===== src/rtl/mdio_master.sv =====
// mdio_master -- Clause-22 MDIO management-interface master.
//
// Serialises one 64-bit management frame per accepted command:
//   32 x '1' preamble, ST=01, OP (01 write / 10 read), PHYAD[4:0],
//   REGAD[4:0], TA, DATA[15:0], MSB first.
// Each bit lasts 2*CLK_DIV system clocks: MDC is low for the first
// CLK_DIV cycles and high for the second CLK_DIV cycles.
//
// Optional feature (macro MDIO_TA_CHECK_EN): on reads, the second
// turnaround bit is sampled. If it is 1, no PHY drove the line, and
// o_rsp_err is raised alongside o_rsp_valid. Without the macro,
// o_rsp_err is tied to 0.
//
// Command handshake: a command transfers in the cycle where
// i_cmd_valid && o_cmd_ready. o_cmd_ready is high only in IDLE, and
// i_cmd_valid is ignored in every other state. All command fields are
// captured on transfer, so the requester may change them freely
// afterwards.
//
// Ports:
//   i_sys_clk    system clock
//   i_nreset     asynchronous active-low reset
//   i_cmd_valid  command request
//   o_cmd_ready  command accepted when valid && ready
//   i_cmd_write  1 = write, 0 = read
//   i_phy_addr   PHY address [4:0]
//   i_reg_addr   register address [4:0]
//   i_wdata      write data [15:0]
//   o_rsp_valid  one-cycle completion pulse
//   o_rdata      read data [15:0], held until the next read completes
//   o_rsp_err    read turnaround error (valid with o_rsp_valid)
//   o_busy       frame in progress
//   o_mdc        management clock
//   o_mdio_o     MDIO drive value
//   o_mdio_oe    MDIO drive enable (tristate buffer lives at top level)
//   i_mdio_i     MDIO sampled value
//   o_dbg_state  current FSM state (debug observation)

module mdio_master #(
   parameter int CLK_DIV = 25  // sys clocks per MDC half-period, 2..255
) (
   input  logic        i_sys_clk,
   input  logic        i_nreset,
   input  logic        i_cmd_valid,
   output logic        o_cmd_ready,
   input  logic        i_cmd_write,
   input  logic [4:0]  i_phy_addr,
   input  logic [4:0]  i_reg_addr,
   input  logic [15:0] i_wdata,
   output logic        o_rsp_valid,
   output logic [15:0] o_rdata,
   output logic        o_rsp_err,
   output logic        o_busy,
   output logic        o_mdc,
   output logic        o_mdio_o,
   output logic        o_mdio_oe,
   input  logic        i_mdio_i,
   output logic [2:0]  o_dbg_state
);

   typedef enum logic [2:0] {
      S_IDLE     = 3'd0,
      S_PREAMBLE = 3'd1,
      S_HEADER   = 3'd2,
      S_TA       = 3'd3,
      S_DATA     = 3'd4,
      S_DONE     = 3'd5
   } state_t;

   localparam logic [7:0] DIV_LAST = 8'(CLK_DIV - 1);

   state_t       state_q, state_d;
   logic [7:0]   div_cnt;     // cycle within the current MDC half
   logic [5:0]   bit_cnt;     // bit index within the frame, wraps 63 -> 0
   logic         mdc_q;
   logic         mdio_q;
   logic [62:0]  tail_q;      // frame bits still to be sent after the current one
   logic         wr_q;
   logic [15:0]  rd_shift;
   logic [15:0]  rdata_q;

   logic in_frame;
   logic accept;
   logic half_end;
   logic mdc_rise;
   logic bit_end;

   assign in_frame = (state_q == S_PREAMBLE) || (state_q == S_HEADER) ||
                     (state_q == S_TA)       || (state_q == S_DATA);
   assign accept   = (state_q == S_IDLE) && i_cmd_valid;
   assign half_end = in_frame && (div_cnt == DIV_LAST);
   // The edge ending the low half is the one that raises MDC: sample there.
   assign mdc_rise = half_end && !mdc_q;
   assign bit_end  = half_end && mdc_q;

   // ---------------------------------------------------------------
   // FSM: state register
   // ---------------------------------------------------------------
   always_ff @(posedge i_sys_clk or negedge i_nreset) begin
      if (!i_nreset) begin
         state_q <= S_IDLE;
      end else begin
         state_q <= state_d;
      end
   end

   // ---------------------------------------------------------------
   // FSM: next-state logic. Phase changes happen only at bit ends.
   // ---------------------------------------------------------------
   always_comb begin
      state_d = state_q;
      case (state_q)
         S_IDLE:     if (i_cmd_valid)                   state_d = S_PREAMBLE;
         S_PREAMBLE: if (bit_end && bit_cnt == 6'd31)   state_d = S_HEADER;
         S_HEADER:   if (bit_end && bit_cnt == 6'd45)   state_d = S_TA;
         S_TA:       if (bit_end && bit_cnt == 6'd47)   state_d = S_DATA;
         S_DATA:     if (bit_end && bit_cnt == 6'd63)   state_d = S_DONE;
         S_DONE:                                        state_d = S_IDLE;
         default:                                       state_d = S_IDLE;
      endcase
   end

   // ---------------------------------------------------------------
   // Divider, bit counter and serial output
   // ---------------------------------------------------------------
   always_ff @(posedge i_sys_clk or negedge i_nreset) begin
      if (!i_nreset) begin
         div_cnt <= '0;
         bit_cnt <= '0;
         mdc_q   <= 1'b0;
         mdio_q  <= 1'b1;
         tail_q  <= '0;
         wr_q    <= 1'b0;
      end else if (accept) begin
         div_cnt <= '0;
         bit_cnt <= '0;
         mdc_q   <= 1'b0;
         mdio_q  <= 1'b1;  // first preamble bit goes out right away
         wr_q    <= i_cmd_write;
         // Read TA/DATA bits are placeholders; the line is released then.
         tail_q  <= {31'h7FFF_FFFF, 2'b01,
                     (i_cmd_write ? 2'b01 : 2'b10),
                     i_phy_addr, i_reg_addr,
                     (i_cmd_write ? 2'b10 : 2'b11),
                     (i_cmd_write ? i_wdata : 16'hFFFF)};
      end else if (in_frame) begin
         if (half_end) begin
            div_cnt <= '0;
            mdc_q   <= ~mdc_q;
         end else begin
            div_cnt <= div_cnt + 8'd1;
         end
         if (bit_end) begin
            bit_cnt <= bit_cnt + 6'd1;
            // After the last bit MDIO simply holds; the next accept reloads it.
            if (bit_cnt != 6'd63) begin
               mdio_q <= tail_q[62];
               tail_q <= {tail_q[61:0], 1'b0};
            end
         end
      end
   end

   // ---------------------------------------------------------------
   // Read data: shift into a private register, publish at frame end so
   // o_rdata only changes when a read completes.
   // ---------------------------------------------------------------
   always_ff @(posedge i_sys_clk or negedge i_nreset) begin
      if (!i_nreset) begin
         rd_shift <= '0;
         rdata_q  <= '0;
      end else begin
         if (mdc_rise && state_q == S_DATA && !wr_q) begin
            rd_shift <= {rd_shift[14:0], i_mdio_i};
         end
         if (bit_end && state_q == S_DATA && bit_cnt == 6'd63 && !wr_q) begin
            rdata_q <= rd_shift;
         end
      end
   end

`ifdef MDIO_TA_CHECK_EN
   logic ta_bad_q;

   // A PHY pulls the second TA bit low; a 1 means nobody answered.
   always_ff @(posedge i_sys_clk or negedge i_nreset) begin
      if (!i_nreset) begin
         ta_bad_q <= 1'b0;
      end else if (accept) begin
         ta_bad_q <= 1'b0;
      end else if (mdc_rise && state_q == S_TA && bit_cnt == 6'd47 && !wr_q) begin
         ta_bad_q <= i_mdio_i;
      end
   end

   assign o_rsp_err = (state_q == S_DONE) && ta_bad_q;
`else
   assign o_rsp_err = 1'b0;
`endif

   // ---------------------------------------------------------------
   // Outputs
   // ---------------------------------------------------------------
   assign o_cmd_ready = (state_q == S_IDLE);
   assign o_busy      = (state_q != S_IDLE);
   assign o_rsp_valid = (state_q == S_DONE);
   assign o_rdata     = rdata_q;
   assign o_mdc       = mdc_q;
   assign o_mdio_o    = mdio_q;
   // Reads release the line from TA onward so the PHY can drive it.
   assign o_mdio_oe   = (state_q == S_PREAMBLE) || (state_q == S_HEADER) ||
                        (wr_q && ((state_q == S_TA) || (state_q == S_DATA)));
   assign o_dbg_state = state_q;

endmodule


===== config.mk =====
export PLATFORM = sky130hd
export DESIGN_NAME = mdio_master
export DESIGN_NICKNAME = d
export VERILOG_FILES = /design/src/rtl/mdio_master.sv
export SDC_FILE = /design/constraint.sdc
export NUM_CORES = 1
export LEC_CHECK = 0
export CORE_MARGIN = 2
export CORE_UTILIZATION = 50
export DETAILED_ROUTE_END_ITERATION = 6
export MAX_ROUTING_LAYER = met4
export PLACE_DENSITY = 0.77
export SLEW_MARGIN = 20
export SYNTH_ARGS = -nofsm -noshare
export SYNTH_HDL_FRONTEND = slang
export SYNTH_SLANG_ARGS = --single-unit

===== constraint.sdc =====
create_clock -name i_sys_clk -period 2.5 [get_ports i_sys_clk]
set_input_delay 0.25 -clock i_sys_clk [delete_from_list [all_inputs] [get_ports i_sys_clk]]
set_output_delay 0.25 -clock i_sys_clk [all_outputs]
set_load 0.03 [all_outputs]

==> results of run 1 <==
sequential cells by signal, summed over array words and instances, names as in the netlist:
signal and count:
bit_cnt 6, div_cnt 8, o_dbg_state 3, o_mdc 1, o_mdio_o 1, o_rdata 16
rd_shift 16, tail_q 63, wr_q 1
area by class of cell:
class / count / share of cell area
Multi-Input combinational cell: 337 / 0.338
Tap cell: 136 / 0.0255
Timing Repair Buffer: 66 / 0.102
Sequential cell: 115 / 0.431
Clock inverter: 14 / 0.0346
Clock buffer: 18 / 0.0640
Inverter: 8 / 0.00449
placed cells by master (no fill, tap or decap), drive strengths merged, types with 11 or more instances in the layout:
cell type      synthesis  layout
clkdlybuf4s50          0      51
dfrtp                114     114
nand3                 80      80
nor3b                 16      16
nand2                 15      15
clkbuf                23      18
and3                  13      13
mux2                  33      33
o21ai                 61      61
a31oi                 17      17
buf                   20      11
a21oi                 28      28
cells by family (layout without fill, tap and decap cells):
logic type	Yosys count	count (layout)	synth area share
DFF	115	115	0.535
muxes	35	35	0.0797
xor gates and xnor gates	3	3	0.00488
AOI/OAI and AO/OA	128	128	0.141
adders and majority gates	4	4	0.00930
other	1	1	0.000697
buffers and inverters	51	106	0.0476
and+or+nand+nor	166	166	0.182
metrics by stage:
| step | cell area, sq um | setup WS, ps | hold slack (ps) |
|---|---|---|---|
| 6_report | 6680 | 99.6 | 263 |
| 5_1_grt | 6680 | 35.7 | 311 |
| 4_1_cts | 6680 | 82.8 | 274 |
| 3_5_place_dp | 6010 | 369 | 274 |
| 3_3_place_gp | 6010 | 410 | 275 |
| 2_1_floorplan | 5380 | 501 | -45.6 |
what timing repair did:
action	CTS	global route
setup endpoints to repair	2	1
gates cloned	0	0
endpoints found under the hold margin	42	0
resized for setup	2	2
hold buffers	1	0
power breakdown:
group	total (mW)	switching (mW)	internal, mW	leakage [nW]
registers	2.75	0.371	2.38	1.32
logic	1.16	0.613	0.544	1.16
clock network	2.68	0.844	1.84	0.317
total	6.59	1.83	4.76	2.80
worst max path at each step:
stage | startpoint | end | slack, ps
floorplan | o_dbg_state[0] | o_rdata[10] | 500
global placement | div_cnt[0] | tail_q[29] | 410
detailed placement | div_cnt[0] | tail_q[29] | 370
CTS | o_dbg_state[0] | o_busy | 80
global route | o_dbg_state[1] | o_busy | 40
finish | o_dbg_state[0] | o_busy | 100
critical path: stages, from the launching register on:
cell,delay [ps]
sky130_fd_sc_hd__dfrtp_1,490
sky130_fd_sc_hd__or3_4,520
sky130_fd_sc_hd__clkdlybuf4s50_1,630
metal layers:
layer	vias up	GRT usage
met5	-	-
met2	145	0.332
li1	1941	-
met4	0	0.0687
met3	9	0.0551
met1	2047	0.286
==> results.md, run 1 <==
- The via count of the first global-routing pass is 4038.
- The highest net fanout along the worst path is 12.
- The latest clock arrival within the worst-skew pair is around 520 ps.
- The mapped netlist covers between 5000 and 6000 sq um.
- The total power draw is between 6 and 7 mW.
- The die width is around 110 um.
- The total clock buffers created by CTS is 17.
- The final cycle utilization of the critical path is 0.960.
- In the synthesized netlist, the number of instances is about 500.
- Based on the critical path, the design can be clocked at up to roughly 420 MHz.
- The row count is 37.
- The H-tree generated during clock tree synthesis spans 4 levels.
- The dominant cell type by area after synthesis is sky130_fd_sc_hd__dfrtp_1.
- The first global-routing pass estimated 19400 um of wire.
- Data on the critical path is required at its endpoint by ~2300 ps.
- The first TritonRoute pass finished after 5 iterations.
- Setup violations remaining at the end of the flow were counted as 0.
- The final setup TNS is 0 ps.
- Among all flip-flop cells after synthesis, the most frequent one is sky130_fd_sc_hd__dfrtp_1.
- The filler cells instantiated in the layout total 809.
- The number of endpoints with negative hold slack in the final report came to 0.
- The HPWL after detailed placement is 6610 um.
- For this configuration, the core starts out at a cell density of 0.519.
- At the end of routability-driven placement, the weighted congestion stood at ~0.85.
- The pin count of the biggest net entering global routing is between 70 and 80.
- After clock tree synthesis, the clock-pin slew on the worst setup and hold paths is around 60 ps.
- The headroom to the max-slew limit is 0.640.
- After clock tree synthesis, the setup repair step added 0 buffers.
- Global routing finished with a remaining overflow of 0.
- Across the VDD grid, the largest voltage drop is between 0.5 and 0.6 mV.
- The die span in y is around 110 um.
- Measured on the finished design, the core utilization comes to 0.644.
- Across the routed clock network, the largest skew measured is 11.9 ps.
- The number of different library cells used by synthesis comes to between 50 and 60.
- Setup repair after global routing left no endpoint under its margin.
- For this block, wires on met1 add up to between 5000 and 6000 um.
- The total area of sequential cells is 2880 sq um.
- The worst reg2reg path depth is 5.
- The ratio of cells with drive above 1 in the final layout is 0.161.
- The category of the worst setup path launch point is a register.
- The met2 wirelength from detailed routing is around 5600 um.
- The run finished with clean final reports.
- After detailed routing, the number of remaining DRC violations is 0.
- Ranked by total cell area, the synthesized netlist is headed by sky130_fd_sc_hd__dfrtp_1, sky130_fd_sc_hd__nand3_1, sky130_fd_sc_hd__o21ai_0, sky130_fd_sc_hd__mux2_2, sky130_fd_sc_hd__mux2_4.
- After synthesis, the most frequently instantiated cells are sky130_fd_sc_hd__dfrtp_1, sky130_fd_sc_hd__nand3_1, sky130_fd_sc_hd__o21ai_0, sky130_fd_sc_hd__a21oi_1, sky130_fd_sc_hd__clkbuf_1.
- The worst register-to-register path ends at tail_q[4].
- The critical path is of the register to output port type.
- In this run the remaining antenna-violating nets after routing total 0.
- Power spread over the standard cell area amounts to around 990 nW/um^2.
- The routed layout has ~4100 vias.
- The number of sinks driven by the clock tree is roughly 120.
- When the netlist entered floorplanning its net count stood at between 500 and 600.
- The actual slew at the worst max-slew pin is 535 ps.
- The area added between synthesis and finish is 24.2%.
- The max-slew violation count is 0.
- The footprint of the multi-input gates is 2260 sq um.
- The portion of the post-synthesis area used by sequential elements is 0.535.
- The setup check on the worst reg-to-reg path leaves a slack of 300 ps.
- The worst min-delay path category is primary input to async pin.
- The CTS tree is yes.
- The Yosys step of the flow raised 0 warnings.
- STA classifies the critical path endpoint as an output port.
- Dividing the detail-routed wire length by the instance count gives between 15 and 20 um.
- After the flow finishes, the layout carries non-filler instances totaling about 690.
- Across the run, the number of max-cap violations was 0.
- In the routed layout, each cell is associated on average with a via count of between 5 and 6.
- The number of flops mapped to enable cells by yosys is 0.
- The average instance area after synthesis is roughly 11 sq um.
- The initial antenna violation count is 0.
- Once placement completed, the tool counted placed cells totaling approximately 660.
- The analysis attributes to cell leakage a power of roughly 2.8 nW.
- The number of antenna cells inserted is 0.
- In the synthesized netlist the async set-or-reset flop fraction comes to 1.00.
- The area share of the largest cell type after synthesis is 0.530.
- The I/O pin count is 57.
- The total die area is about 12000 sq um.
- The reg-to-reg startpoint is o_dbg_state[0].
- Among all cell types in the netlist, the one instantiated most often is sky130_fd_sc_hd__dfrtp_1.
- The post-detailed-routing wire length is roughly 11000 um.
- In this run, synthesis produced a sequential element count of 115.
- After detailed routing, no signal wire sits above met4.
- CTS placed an instance of sky130_fd_sc_hd__clkbuf_8 at the clock tree root.
- The overall routing resource usage is 0.217.
- The clock period could shrink to between 2000 and 2500 ps.
- No sink is reached through more buffers than the 2 on the longest clock path.
- The number of buffers added on ports is 55.
- The first routing iteration left 407 violations.
- At the end of the flow, the number of nets in the layout was between 500 and 600.
- The routed design uses 626 um of met3 wire.
- The critical path data arrival time is between 2000 and 2500 ps.
- The core area is 10400 sq um.
Power figures use the tool's default switching activity.
==> inputs of run 2 (changes only) <==
- CTS_CLUSTER_SIZE: default -> 10
==> results of run 2 <==
Final layout, timing and power as in run 1 (identical DEF).
